## config.mk

```make
export PLATFORM = sky130hd
export DESIGN_NAME = latency_ping_scheduler_flat
export DESIGN_NICKNAME = d
export VERILOG_FILES = /design/src/rtl/latency_ping_scheduler_if.sv /design/src/rtl/latency_ping_scheduler.sv /design/src/flat_wrapper.sv
export SDC_FILE = /design/constraint.sdc
export NUM_CORES = 1
export LEC_CHECK = 0
export BUFFER_PORTS_ARGS = -buffer_cell sky130_fd_sc_hd__buf_4
export CORE_ASPECT_RATIO = 1.75
export CORE_MARGIN = 2
export CORE_UTILIZATION = 59
export CTS_CLUSTER_DIAMETER = 40
export DETAILED_ROUTE_END_ITERATION = 7
export GPL_TIMING_DRIVEN = 0
export PLACE_DENSITY_LB_ADDON = 0.3
export SLEW_MARGIN = 20
export SYNTH_ARGS = -nofsm -noshare
export SYNTH_HDL_FRONTEND = slang
export SYNTH_SLANG_ARGS = --single-unit
```

## constraint.sdc

```tcl
create_clock -name sysClk -period 3.2 [get_ports sysClk]
set_input_delay 0.48 -clock sysClk [delete_from_list [all_inputs] [get_ports sysClk]]
set_output_delay 0.48 -clock sysClk [all_outputs]
set_load 0.02 [all_outputs]
```

## src/rtl/latency_ping_scheduler_if.sv

```systemverilog
// latency_ping_scheduler_if: control, measurement and readout signals of the latency ping scheduler
interface latency_ping_scheduler_if #(
  parameter int NUM_LINKS = 4,
  parameter int SELW = $clog2(NUM_LINKS)
);
  logic runEnable;
  logic [NUM_LINKS-1:0] linkEnable;
  logic [NUM_LINKS-1:0] linkRxValid;
  logic [31:0] latencyIn;
  logic [SELW-1:0] linkSelect;
  logic ping;
  logic [SELW-1:0] readIndex;
  logic [31:0] readLatency;
  logic readValid;
  logic measureStrobe;
  logic busy;
  logic [15:0] roundCount;
  modport master (
    output runEnable, linkEnable, linkRxValid, latencyIn, readIndex,
    input linkSelect, ping, readLatency, readValid, measureStrobe, busy, roundCount
  );
  modport slave (
    input runEnable, linkEnable, linkRxValid, latencyIn, readIndex,
    output linkSelect, ping, readLatency, readValid, measureStrobe, busy, roundCount
  );
endinterface

```

## src/rtl/latency_ping_scheduler.sv

```systemverilog
// latency_ping_scheduler: round-robin sequencer sharing one latency-measurement unit across links
module latency_ping_scheduler #(
  parameter int NUM_LINKS = 4,
  parameter int SETTLE_TICKS = 16,
  parameter int PING_TICKS = 4,
  parameter int WAIT_TICKS = 400,
  parameter int INTERVAL_TICKS = 100000,
  parameter int SELW = $clog2(NUM_LINKS)
) (
  input logic sysClk,
  input logic sysReset_n,
  latency_ping_scheduler_if.slave bus
);
  localparam int SW = $clog2(SETTLE_TICKS) + 1;
  localparam int PW = $clog2(PING_TICKS) + 1;
  localparam int WW = $clog2(WAIT_TICKS) + 1;
  localparam int CW = SW > PW ? (SW > WW ? SW : WW) : (PW > WW ? PW : WW);
  localparam int IW = $clog2(INTERVAL_TICKS) + 1;
  localparam logic [CW-1:0] SETTLE_LD = CW'(SETTLE_TICKS - 1);
  localparam logic [CW-1:0] PING_LD = CW'(PING_TICKS - 1);
  localparam logic [CW-1:0] WAIT_LD = CW'(WAIT_TICKS - 1);
  localparam logic [IW-1:0] INTERVAL_LD = IW'(INTERVAL_TICKS - 1);
  localparam logic [SELW-1:0] LAST = SELW'(NUM_LINKS - 1);

  typedef enum logic [2:0] {IDLE, SCAN, SELECT, PING, WAIT, CAPTURE, DONE} state_t;
  state_t state, nextState;
  logic [SELW-1:0] cand;
  logic [CW-1:0] phaseCnt;
  logic [IW-1:0] timer;
  logic pending;
  logic [31:0] latTable [NUM_LINKS];
  logic [NUM_LINKS-1:0] validFlags;
  logic [31:0] readTab [2**SELW];
  logic [2**SELW-1:0] validView;
  logic timerZero, start, measurable, selOk, abort, phaseEnd, lastOrStop;

  // zero-padded view so out-of-range read addresses return 0/0
  for (genvar g = 0; g < 2**SELW; g++) begin : gView
    if (g < NUM_LINKS) begin : gReal
      assign readTab[g] = latTable[g];
      assign validView[g] = validFlags[g];
    end else begin : gPad
      assign readTab[g] = '0;
      assign validView[g] = 1'b0;
    end
  end

  // next-state: a selected link dropping out mid-measurement aborts to the next candidate
  always_comb begin
    timerZero = timer == '0;
    start = state == IDLE && bus.runEnable && (pending || timerZero);
    measurable = bus.linkEnable[cand] && bus.linkRxValid[cand];
    selOk = bus.linkEnable[bus.linkSelect] && bus.linkRxValid[bus.linkSelect];
    abort = state inside {SELECT, PING, WAIT} && !selOk;
    phaseEnd = phaseCnt == '0;
    lastOrStop = cand == LAST || !bus.runEnable;
    nextState = state;
    case (state)
      IDLE: nextState = start ? SCAN : IDLE;
      SCAN: nextState = !bus.runEnable ? DONE : measurable ? SELECT : cand == LAST ? DONE : SCAN;
      SELECT: nextState = phaseEnd ? PING : SELECT;
      PING: nextState = phaseEnd ? WAIT : PING;
      WAIT: nextState = phaseEnd ? CAPTURE : WAIT;
      CAPTURE: nextState = lastOrStop ? DONE : SCAN;
      DONE: nextState = IDLE;
      default: nextState = IDLE;
    endcase
    if (abort) nextState = lastOrStop ? DONE : SCAN;
  end

  // state register, candidate cursor and per-phase tick counter
  always_ff @(posedge sysClk or negedge sysReset_n) begin
    if (!sysReset_n) begin
      state <= IDLE;
      cand <= '0;
      phaseCnt <= '0;
    end else begin
      state <= nextState;
      cand <= state == IDLE ? '0 : nextState == SCAN ? cand + 1'b1 : cand;
      phaseCnt <= nextState == state ? phaseCnt - 1'b1 :
                  nextState == SELECT ? SETTLE_LD : nextState == PING ? PING_LD : WAIT_LD;
    end
  end

  // free-running interval timer; each expiry arms a single pending start
  always_ff @(posedge sysClk or negedge sysReset_n) begin
    if (!sysReset_n) begin
      timer <= INTERVAL_LD;
      pending <= 1'b0;
    end else begin
      timer <= timerZero ? INTERVAL_LD : timer - 1'b1;
      pending <= (pending || timerZero) && !start;
    end
  end

  // link select latch and latency table: capture stores, skips and aborts invalidate
  always_ff @(posedge sysClk or negedge sysReset_n) begin
    if (!sysReset_n) begin
      bus.linkSelect <= '0;
      latTable <= '{default: '0};
      validFlags <= '0;
    end else begin
      if (state == SCAN && nextState == SELECT) bus.linkSelect <= cand;
      if (state == SCAN && bus.runEnable && bus.linkEnable[cand] && !bus.linkRxValid[cand]) validFlags[cand] <= 1'b0;
      if (abort) validFlags[bus.linkSelect] <= 1'b0;
      if (state == CAPTURE) begin
        latTable[bus.linkSelect] <= bus.latencyIn;
        validFlags[bus.linkSelect] <= 1'b1;
      end
    end
  end

  // registered read port and status outputs aligned with the state they describe
  always_ff @(posedge sysClk or negedge sysReset_n) begin
    if (!sysReset_n) begin
      bus.readLatency <= '0;
      bus.readValid <= 1'b0;
      bus.ping <= 1'b0;
      bus.measureStrobe <= 1'b0;
      bus.busy <= 1'b0;
      bus.roundCount <= '0;
    end else begin
      bus.readLatency <= readTab[bus.readIndex];
      bus.readValid <= validView[bus.readIndex];
      bus.ping <= nextState == PING;
      bus.measureStrobe <= nextState == CAPTURE;
      bus.busy <= nextState != IDLE;
      if (state == DONE) bus.roundCount <= bus.roundCount + 1'b1;
    end
  end
endmodule

```

## src/flat_wrapper.sv

```systemverilog
// flat-port wrapper written by rule: the top's interface ports become plain ports
module latency_ping_scheduler_flat 
#(
  parameter int NUM_LINKS = 4,
  parameter int SETTLE_TICKS = 16,
  parameter int PING_TICKS = 4,
  parameter int WAIT_TICKS = 400,
  parameter int INTERVAL_TICKS = 100000,
  parameter int SELW = $clog2(NUM_LINKS)
)
  (sysClk, sysReset_n, bus_runEnable, bus_linkEnable, bus_linkRxValid, bus_latencyIn, bus_readIndex, bus_linkSelect, bus_ping, bus_readLatency, bus_readValid, bus_measureStrobe, bus_busy, bus_roundCount);
  latency_ping_scheduler_if #(.NUM_LINKS(NUM_LINKS), .SELW(SELW)) bus_i ();
  input logic sysClk;
  input logic sysReset_n;
  input wire logic [$bits(bus_i.runEnable)-1:0] bus_runEnable;
  input wire logic [$bits(bus_i.linkEnable)-1:0] bus_linkEnable;
  input wire logic [$bits(bus_i.linkRxValid)-1:0] bus_linkRxValid;
  input wire logic [$bits(bus_i.latencyIn)-1:0] bus_latencyIn;
  input wire logic [$bits(bus_i.readIndex)-1:0] bus_readIndex;
  output wire logic [$bits(bus_i.linkSelect)-1:0] bus_linkSelect;
  output wire logic [$bits(bus_i.ping)-1:0] bus_ping;
  output wire logic [$bits(bus_i.readLatency)-1:0] bus_readLatency;
  output wire logic [$bits(bus_i.readValid)-1:0] bus_readValid;
  output wire logic [$bits(bus_i.measureStrobe)-1:0] bus_measureStrobe;
  output wire logic [$bits(bus_i.busy)-1:0] bus_busy;
  output wire logic [$bits(bus_i.roundCount)-1:0] bus_roundCount;
  assign bus_i.runEnable = bus_runEnable;
  assign bus_i.linkEnable = bus_linkEnable;
  assign bus_i.linkRxValid = bus_linkRxValid;
  assign bus_i.latencyIn = bus_latencyIn;
  assign bus_i.readIndex = bus_readIndex;
  assign bus_linkSelect = bus_i.linkSelect;
  assign bus_ping = bus_i.ping;
  assign bus_readLatency = bus_i.readLatency;
  assign bus_readValid = bus_i.readValid;
  assign bus_measureStrobe = bus_i.measureStrobe;
  assign bus_busy = bus_i.busy;
  assign bus_roundCount = bus_i.roundCount;
  latency_ping_scheduler #(.NUM_LINKS(NUM_LINKS), .SETTLE_TICKS(SETTLE_TICKS), .PING_TICKS(PING_TICKS), .WAIT_TICKS(WAIT_TICKS), .INTERVAL_TICKS(INTERVAL_TICKS), .SELW(SELW)) u_core (.sysClk(sysClk), .sysReset_n(sysReset_n), .bus(bus_i));
endmodule
```

==> summary.txt <==
Worst setup path
  – Worst Path Buf+Inv: 2
  – Critical path class: register to register
  – Worst path slowest cell: nor2_1
  – CP Cell Sequence: buf_2 -> nand3_1 -> nor2_1 -> clkbuf_1 -> mux2_2
  – Worst EP arrival: between 3 and 4 ns
  – Reg2reg end: u_core.latTable[29]
  – Largest fanout on the critical path: 10
  – R2r setup slk: 0.44 ns
  – Reg-to-reg startpoint: u_core.state[0]
  – Worst-case reg-to-reg path depth: 5
  – Critical Path RT: around 3.6 ns
  – Crit path launch type: register
  – Slowest Stage Delay on Critical Path: approximately 0.65 ns
  – Crit end category: register
  – Top delay family on crit path: buffers and inverters

Placed design
  – IO Port Bufs: 96
  – Routability congestion estimate: 0.881
  – Post-DP HPWL: ~14000 µm

Pwr
  – Power density cells: 757 mW/mm²
  – P_leak: 5.23 nW
  – IR drop worst, VDD: 0.000595 V
  – Final Total Pwr: between 0.008 and 0.009 W

Worst hold path
  – Hold Crit Depth: 2
  – Hold Crit Class: primary input to register
  – Worst hold start: bus_runEnable
  – WHS Endpoint: u_core.pending

Global route
  – Pin count of the biggest net entering global routing: 108
  – Total grt overflow: 0
  – Tot GR Track Use: about 24%
  – Global-route wire length before repair: 33100 µm
  – Vias in the first global route: roughly 6600
  – Initial antenna violation count: 0

Synthesis
  – Cells taking the most area after synthesis: dfrtp_1 (55%), mux2_2 (15%), mux4_2 (8.3%), dfstp_2 (2.8%), xnor2_1 (2.0%)
  – Cell area after synthesis: 0.00954 mm²
  – Mapped Avg Cell Area: 14.6 µm²
  – Dominant synthesized flop cell: dfrtp_1
  – Synth Warn #: 0
  – EDFF count, synth: 0
  – Post-Synthesis Cells: roughly 650
  – Top-count cell post-synth: dfrtp_1
  – #FFs+latches synth: 220
  – Net Count, Synth: 706
  – Top cell type's share of synthesized area: approximately 55%
  – Leading area contributor after synthesis: dfrtp_1
  – Asr flop ratio synth: 100%
  – Seq/Total Area, Yosys: 57.9%
  – Post-synth cell types: 70
  – Synth top cells by count: dfrtp_1 (210), mux2_2 (131), mux4_2 (35)

Clock tree
  – CTS tree: built
  – Post-CTS Repair Setup Buffers: 0
  – CTS root buf: clkbuf_16
  – Max clock buf depth: 3
  – CTS resizes: 0
  – Num CTS Buffers: 21
  – Clk slew on worst S/H paths: approximately 0.070 ns
  – CTS Hold Bufs: 1
  – H-tree levels: 1
  – Clk sinks: 220
  – Clk_lat worst skew: 0.51 ns

Outcome
  – Status: complete, no violations

Cells and area
  – Final net count: 828
  – Fill cells: 1068
  – Ant diodes: 0
  – P&R area growth vs syn: 17.4%
  – Share of cells above drive strength 1: roughly 43%

Route
  – Vias: ~5800
  – Routed Antenna Nets: 0
  – Vias per inst: approximately 6.0
  – Pre-antenna DRT Iters: 4
  – DRT iter0 DRCs: 252
  – Final wirelength: 20200 µm
  – # DRC: 0
  – Post-DR wirelength/cell: just over 20 µm

Floorplanning
  – I/O pin count: roughly 100
  – Initial Util: between 60% and 70%
  – Die ar.: ~0.017 mm²
  – Die Ht: 172 µm
  – Core ar.: around 0.016 mm²
  – Die X: around 100 µm
  – Row count: roughly 60

STA
  – Fmax: between 0.3 and 0.4 GHz
  – Slew Viols, Final: 0
  – Hold Slack: 0.210 ns
  – Setup tns final: 0 ns
  – Hold Vio Cnt, Final: 0
  – Worst-Margin Slew: between 0.9 and 1 ns
  – Setup violators final: 0
  – Tmin final: 2.76 ns
  – Final cycle utilization of the critical path: 86.4%
  – Worst Skew: about 0.023 ns
  – Max_slew headroom: 36.4%
  – Unrepaired setup endpoints after global routing: false

Flow run
  – Max_cap viols: 0
-- per-layer routing --
layer	track usage (%)	vias to the layer above	part of all wire [%]
li1	-	2634	-
met1	28.0	3010	37
met2	45.7	138	56
met3	3.56	47	4.0
met4	9.11	0	3.1
met5	0	-	0
-- worst reg2reg max path, stage by stage, from the launching register on --
cell      delay [ns]
dfrtp_1         0.48
buf_2           0.30
nand3_1         0.17
nor2_1          0.65
clkbuf_1        0.62
mux2_2          0.42
-- registers in the layout, summed over array words and instances (netlist names) --
signal                    cells
u_core.latTable             128
u_core.bus.readLatency       32
u_core.timer                 18
u_core.bus.roundCount        16
u_core.phaseCnt              10
u_core.validFlags             4
u_core.state                  3
u_core.bus.linkSelect         2
u_core.cand                   2
u_core.bus.busy               1
u_core.bus.measureStrobe      1
u_core.bus.ping               1
u_core.bus.readValid          1
u_core.pending                1
-- metrics by stage --
stage	setup slack (ns)	instance area, µm²	std cells	util, %
2_1_floorplan	0.833	9540	654	-
3_3_place_gp	0.264	10500	939	66.1
3_5_place_dp	0.476	10600	941	66.5
4_1_cts	0.459	11200	978	70.5
5_1_grt	0.317	11200	978	70.5
6_report	0.436	11200	978	70.5
-- placed cells by master (no fill, tap or decap), types with 3 or more instances in the layout --
master       n
buf_2        9
buf_1        3
ha_1         7
nand2_1     29
dfstp_2     10
nand4_1      7
o21ai_0     11
xor2_1       9
clkbuf_16   21
or2_2        3
mux2_2     131
buf_4       95
mux4_2      35
nor2_1      31
dfrtp_1    210
or3_1        5
or4_1        4
xnor2_1     22
o211ai_1     5
clkbuf_8     3
nor3b_1      3
a21oi_1     10
nand2b_1     6
nand3_1     11
nor3_1      10
a211oi_1     3
inv_1       11
clkbuf_1    22
-- worst max path at each step --
stage,slack [ns],cells after the start,start,end
detailed placement,0.48,5,u_core.state[0],u_core.latTable[29]
finish,0.44,5,u_core.state[0],u_core.latTable[29]
CTS,0.46,5,u_core.state[0],u_core.latTable[29]
global route,0.32,5,u_core.state[0],u_core.latTable[27]
floorplan,0.83,8,u_core.timer[0],u_core.phaseCnt[8]
global placement,0.26,1,sysReset_n,u_core.latTable[25]
-- layout make-up --
cell class | instances | area (µm²) | area share (%)
plain buffers | 27 | 113 | 1.01
clock buffers | 31 | 593 | 5.30
clock inverters | 5 | 37.5 | 0.335
inverters | 11 | 41.3 | 0.369
multi-input cells | 396 | 3860 | 34.5
flip-flops and latches | 220 | 5520 | 49.3
well taps | 189 | 236 | 2.11
repair buffers | 99 | 793 | 7.08
-- cells by family (layout without fill, tap and decap cells) --
group	count (synthesis)	in the layout	share of synthesized area [%]
flip-flops	220	220	57.9
AND/OR/NAND/NOR	137	137	8.10
XOR/XNOR	31	31	2.85
multiplexers	169	169	24.1
adder cells (fa/ha/maj)	7	7	0.918
buffers and inverters	38	173	1.61
AO/OA/AOI/OAI	52	52	4.55
-- power by group --
group          internal [W]  switching, W  leakage, nW
sequential          0.00347      0.000386         2.89
combinational       0.00116       0.00115         2.03
clock               0.00129       0.00102        0.301
total               0.00592       0.00256         5.23
(Power assumes the default switching activity.)
